**src/rtl/budget_regulator_pkg.sv**
```systemverilog
// Shared constants and helpers for the per-queue bandwidth regulator.
package budget_regulator_pkg;

    localparam logic MODE_FIXED = 1'b0;
    localparam logic MODE_RR    = 1'b1;

    function automatic int sel_width(input int n);
        return (n < 2) ? 1 : $clog2(n);
    endfunction

endpackage

```
**src/rtl/rotating_priority_picker.sv**
```systemverilog
// Finds the first set request, scanning from i_start (round-robin)
// or from index 0 (fixed priority).
module rotating_priority_picker
    import budget_regulator_pkg::*;
#(
    parameter int N = 4,
    parameter int W = 2
) (
    input  logic [N-1:0] i_req,
    input  logic [W-1:0] i_start,
    input  logic         i_mode,
    output logic         o_found,
    output logic [W-1:0] o_index
);

    always_comb begin
        int j;
        j       = 0;
        o_found = 1'b0;
        o_index = '0;
        for (int k = 0; k < N; k++) begin
            j = (i_mode == MODE_RR) ? int'(i_start) + k : k;
            if (j >= N) j = j - N;
            if (!o_found && i_req[j]) begin
                o_found = 1'b1;
                o_index = W'(j);
            end
        end
    end

endmodule

```
**src/rtl/budget_regulator.sv**
```systemverilog
// Per-queue transaction budgets replenished every hyper-period, with
// fixed-priority or round-robin selection and optional slack reclamation.
module budget_regulator
    import budget_regulator_pkg::*;
#(
    parameter int NUMBER_OF_QUEUES = 4,
    parameter int REGISTER_SIZE    = 32,
    parameter int SELECTION_WIDTH  = sel_width(NUMBER_OF_QUEUES)
) (
    input  logic                                          clock,
    input  logic                                          reset,
    input  logic [NUMBER_OF_QUEUES-1:0][REGISTER_SIZE-1:0] budgets,
    input  logic [REGISTER_SIZE-1:0]                      hyper_period,
    input  logic                                          mode,
    input  logic                                          reclaim_enable,
    input  logic [NUMBER_OF_QUEUES-1:0]                   empty,
    input  logic                                          accept,
    output logic                                          valid,
    output logic [SELECTION_WIDTH-1:0]                    selection,
    output logic                                          reclaimed,
    output logic                                          period_start,
    output logic [NUMBER_OF_QUEUES-1:0][REGISTER_SIZE-1:0] remaining
);

    localparam logic [SELECTION_WIDTH-1:0] LAST_Q =
        SELECTION_WIDTH'(NUMBER_OF_QUEUES - 1);

    logic [REGISTER_SIZE-1:0]                      r_count;
    logic [REGISTER_SIZE-1:0]                      r_hp;
    logic [NUMBER_OF_QUEUES-1:0][REGISTER_SIZE-1:0] r_remaining;
    logic [SELECTION_WIDTH-1:0]                    r_rr_ptr;
    logic                                          r_period_start;

    logic [REGISTER_SIZE-1:0]    w_hp_eff;
    logic                        w_wrap;
    logic [NUMBER_OF_QUEUES-1:0] w_elig;
    logic [NUMBER_OF_QUEUES-1:0] w_nonempty;
    logic [SELECTION_WIDTH-1:0]  w_rr_start;
    logic                        w_elig_found;
    logic [SELECTION_WIDTH-1:0]  w_elig_idx;
    logic                        w_ne_found;
    logic [SELECTION_WIDTH-1:0]  w_ne_idx;
    logic                        w_use_reclaim;
    logic                        w_charge;

    // A latched hyper-period of zero behaves as a one-cycle period.
    assign w_hp_eff = (r_hp == '0) ? REGISTER_SIZE'(1) : r_hp;
    assign w_wrap   = (r_count >= w_hp_eff - REGISTER_SIZE'(1));

    always_comb begin
        w_elig = '0;
        for (int i = 0; i < NUMBER_OF_QUEUES; i++) begin
            w_elig[i] = !empty[i] && (r_remaining[i] != '0);
        end
    end

    assign w_nonempty = ~empty;
    assign w_rr_start = (r_rr_ptr == LAST_Q) ? '0
                      : r_rr_ptr + SELECTION_WIDTH'(1);

    rotating_priority_picker #(
        .N (NUMBER_OF_QUEUES),
        .W (SELECTION_WIDTH)
    ) u_pick_elig (
        .i_req   (w_elig),
        .i_start (w_rr_start),
        .i_mode  (mode),
        .o_found (w_elig_found),
        .o_index (w_elig_idx)
    );

    rotating_priority_picker #(
        .N (NUMBER_OF_QUEUES),
        .W (SELECTION_WIDTH)
    ) u_pick_ne (
        .i_req   (w_nonempty),
        .i_start (w_rr_start),
        .i_mode  (mode),
        .o_found (w_ne_found),
        .o_index (w_ne_idx)
    );

    assign w_use_reclaim = !w_elig_found && reclaim_enable && w_ne_found;

    always_comb begin
        valid     = 1'b0;
        selection = '0;
        reclaimed = 1'b0;
        if (!reset) begin
            if (w_elig_found) begin
                valid     = 1'b1;
                selection = w_elig_idx;
            end else if (w_use_reclaim) begin
                valid     = 1'b1;
                reclaimed = 1'b1;
                selection = w_ne_idx;
            end
        end
    end

    assign w_charge     = accept && valid && !reclaimed;
    assign period_start = r_period_start && !reset;
    assign remaining    = r_remaining;

    always_ff @(posedge clock) begin
        if (reset) begin
            r_count        <= '0;
            r_hp           <= hyper_period;
            r_remaining    <= budgets;
            r_rr_ptr       <= LAST_Q;
            r_period_start <= 1'b1;
        end else begin
            r_period_start <= w_wrap;
            // Reload overrides a same-cycle charge.
            if (w_wrap) begin
                r_count     <= '0;
                r_hp        <= hyper_period;
                r_remaining <= budgets;
            end else begin
                r_count <= r_count + REGISTER_SIZE'(1);
                if (w_charge) begin
                    r_remaining[selection] <=
                        r_remaining[selection] - REGISTER_SIZE'(1);
                end
            end
            if (w_charge) begin
                r_rr_ptr <= selection;
            end
        end
    end

endmodule

```
**config.mk**
```make
export PLATFORM = sky130hd
export DESIGN_NAME = budget_regulator
export DESIGN_NICKNAME = d
export VERILOG_FILES = /design/src/rtl/budget_regulator_pkg.sv /design/src/rtl/rotating_priority_picker.sv /design/src/rtl/budget_regulator.sv
export SDC_FILE = /design/constraint.sdc
export NUM_CORES = 1
export LEC_CHECK = 0
export CORE_ASPECT_RATIO = 1.5
export CORE_MARGIN = 5
export CORE_UTILIZATION = 45
export CTS_BUF_LIST = sky130_fd_sc_hd__clkbuf_16
export CTS_CLUSTER_DIAMETER = 100
export CTS_CLUSTER_SIZE = 30
export DETAILED_ROUTE_END_ITERATION = 12
export GPL_TIMING_DRIVEN = 0
export MAX_ROUTING_LAYER = met4
export PLACE_DENSITY = 0.74
export SLEW_MARGIN = 10
export SYNTH_ARGS = -nofsm -noshare
export SYNTH_HDL_FRONTEND = slang
export SYNTH_SLANG_ARGS = --single-unit
```
**constraint.sdc**
```tcl
create_clock -name clock -period 20.3 [get_ports clock]
set_input_delay 5.075 -clock clock [delete_from_list [all_inputs] [get_ports clock]]
set_output_delay 5.075 -clock clock [all_outputs]
set_load 0.02 [all_outputs]
```
==> flow_summary.ini, run 1 <==
[clock_tree]
ctsHoldBuffers = 0
cts_htree_levels = 4
clock_sinks = 195
clk_path_buf_depth = 2
postCtsSetupBuffers = 0
insertion_delay_ps = 450
cts_buffers = 17
clk_pin_slew_worst_paths_ps = 70
cts_resized = 0
cts_root_buf = clkbuf_16
cts_tree = yes

[critical_path]
required_ps = 15230
path_class = in -> out
crit_fanout = 10
r2r_setup_slack_ps = 12210
crit_end = selection[1]
cp-startpoint = mode
crit_path_end_kind = primary output
rr_worst_depth = 22
r2r_end = remaining[63]
critical_path_arrival_ps = 9930
reg2reg_from = r_hp[6]
start_kind = primary input

[status]
status = finished clean

[floorplan]
die_y_um = 210.1
floorplan.initialDensity_pct = 45.52
die-area_um2 = 30140
die-width_um = 143.4
coreArea_um2 = 26400
row_count = 73
io_pins = 302

[global_routing]
grt_overflow = 0
groute.usage.overall_pct = 33.42
grt_max_degree = 38
grt_pass1_wl_um = 72350
antenna_found_initial = 4
grt_pass1_vias = 11963

[logic_synthesis]
async_flop_share_pct = 0
ys_ff_latch = 195
ys.flop_type = edfxtp_1
synth_area_um2 = 12020
yosysUniqueCellTypes = 79
synth_seq_area_share_pct = 45.81
yosysWarnings = 0
synth_area_per_cell_um2 = 9.691
synth_edf_count = 160
syn_inst = 1240
syn-num-nets = 1445

[place]
dp.cells = 1883
gp_congestion = 1.014
dp_hpwl_um = 39670
numPortBuffers = 301

[cells_and_area]
drive_above_1_share_pct = 5.450
instances_no_fill = 1920
area_growth_pct = 35.10
finish.net_count = 1770

[timing]
fin_crit_sh_pct = 73.91
maxSlewViolCount = 0
hold_viol = 0
tightest_slew_ps = 1167
skew_ps = 14.17
final.setup.tns_ps = 0
min_period_ps = 15000
timing.fmax_ghz = 0.06665
finalSetupViolations = 0
whs_ps = 514.4
maxSlewHeadroom_pct = 21.47
rsz0062_at_grt = false

[worst_hold_path]
hold_class = reg -> reg

[pwr]
power_density_nw_per_um2 = 76.44
peakVddDrop_v = 0.00006637
leakagePower_uw = 0.005936

[run]
maxCapViolations = 0

[drt]
wl_per_cell_um = 26.29
avgViaCountPerCell = 6.189
ant_nets = 0
drc = 0
wl_um = 50480
initialDrtViolationCount = 1088
dr.pass1.iters = 6
num_vias = 11882
==> metal layers <==
metal / part of all wire [%] / vias up / global-route usage [%] / wire length (um)
li1: - / 5290 / - / -
met1: 32 / 5672 / 33.62 / 16360
met2: 51 / 712 / 57.86 / 25890
met3: 9.1 / 208 / 7.603 / 4579
met4: 7.2 / 0 / 20.79 / 3651
met5: 0 / - / - / 0
==> worst min path at each step <==
stage / from / endpoint / slack, ps / cells past startpoint
after global placement: r_rr_ptr[1] / r_rr_ptr[1] / 490 / 2
after floorplan: r_count[0] / r_count[0] / 480 / 1
after detailed placement: r_rr_ptr[1] / r_rr_ptr[1] / 510 / 2
final: r_rr_ptr[1] / r_rr_ptr[1] / 510 / 2
after CTS: r_rr_ptr[1] / r_rr_ptr[1] / 520 / 2
after global routing: r_rr_ptr[1] / r_rr_ptr[1] / 540 / 2
==> logic make-up (layout without fill, tap and decap cells) <==
logic type                 after synthesis  after routing  share of synthesized area [%]
AOI/OAI and AO/OA                      267            267                          16.22
DFF                                    195            195                          45.81
other                                    0              5                              0
adders and majority gates               36             36                          3.748
muxes                                   40             40                          3.415
xor gates and xnor gates               101            101                          7.362
and+or+nand+nor                        509            509                          20.25
buffers and inverters                   92            430                          3.186
==> cell usage in the layout, fill, tap and decap left out, drive strengths merged, types with 15 or more instances in the layout <==
master	netlist	layout
a21o	15	15
a21oi	25	25
a22o	44	44
and3	15	15
buf	18	23
clkbuf	50	67
clkdlybuf4s50	0	301
dfxtp	35	35
edfxtp	160	160
ha	36	36
inv	24	29
mux2i	32	32
nand2	206	206
nand3	38	38
nor2	97	97
nor3	48	48
nor4	34	34
o21ai	67	67
o31ai	43	43
o41ai	15	15
xnor2	56	56
xor2	45	45
==> final cells by class <==
cell class | instances | area (um2)
plain buffers | 68 | 291.5
well taps | 337 | 421.7
clock buffers | 17 | 425.4
flip-flops and latches | 195 | 5505
fillers | 2275 | 10160
repair buffers | 306 | 3128
diodes | 5 | 12.51
multi-input cells | 953 | 6153
clock inverters | 15 | 203.9
inverters | 24 | 92.59
==> critical path, cell delays in order <==
cell and delay [ps]:
clkdlybuf4s50_1 560, clkbuf_1 370, a21oi_1 150, a211oi_1 400, nand4b_1 150, and4_1 210
buf_1 170, or4_1 510, buf_2 190, inv_4 80, buf_6 170, buf_2 280
buf_1 500, buf_2 430, clkdlybuf4s50_1 670
==> power breakdown <==
group          leakage (uW)  internal [uW]  switching, uW  total (uW)
Combinational       0.00373            148            208         356
Sequential          0.00190            473           43.1         516
Clock              0.000307            208            162         370
==> metrics by stage <==
stage	power, uW	worst slack [ps]	utilization [%]	instance area, um2
finish	1241	5296	61.50	16230
global route	1280	5165	61.49	16230
global placement	866.1	5413	58.53	15450
detailed placement	871.7	5439	59.07	15590
CTS	1238	5427	61.45	16220
floorplan	695.9	7438	-	12020
==> synthesized netlist by cell type (7+ instances only) <==
cell type	count	area, um2
mux2i_1	32	320.3
edfxtp_1	160	4805
dfxtp_1	35	700.7
ha_1	36	450.4
nand2_1	205	769.5
xor2_1	45	394.1
nand3_1	37	185.2
a21oi_1	25	125.1
xnor2_1	56	490.5
inv_1	22	82.58
nand4_1	9	56.30
or4_1	14	105.1
nor4_1	33	206.5
nor2_1	96	360.4
o21ai_0	58	290.3
o31ai_1	43	322.8
buf_2	9	45.04
clkbuf_1	50	187.7
or3_1	7	43.79
a22o_1	44	385.4
nor3_1	48	240.2
o21ai_1	9	45.04
buf_1	7	26.28
o41ai_1	13	113.9
a21o_1	15	112.6
and3_1	15	93.84
==> registers in the layout (all words and copies together), names as in the netlist <==
signal          flops
remaining         128
r_count            32
r_hp               32
r_rr_ptr            2
r_period_start      1
Note: power is estimated with default switching activity, not from simulation.
==> run 2: changes to the inputs <==
Clock period 20.3 ns to 15.3 ns, I/O delays scaled along.
==> results of run 2 <==
Same layout as run 1 (identical final DEF). Status: finished clean.
Among the figures that moved: setup slack after placement 5439 ps -> 2939 ps; setup slack after layout 5296 ps -> 2796 ps; register-to-register setup slack 12210 ps -> 7210 ps; total power 1241 uW -> 1646 uW; worst IR drop on VDD 0.00006637 V -> 0.00008807 V
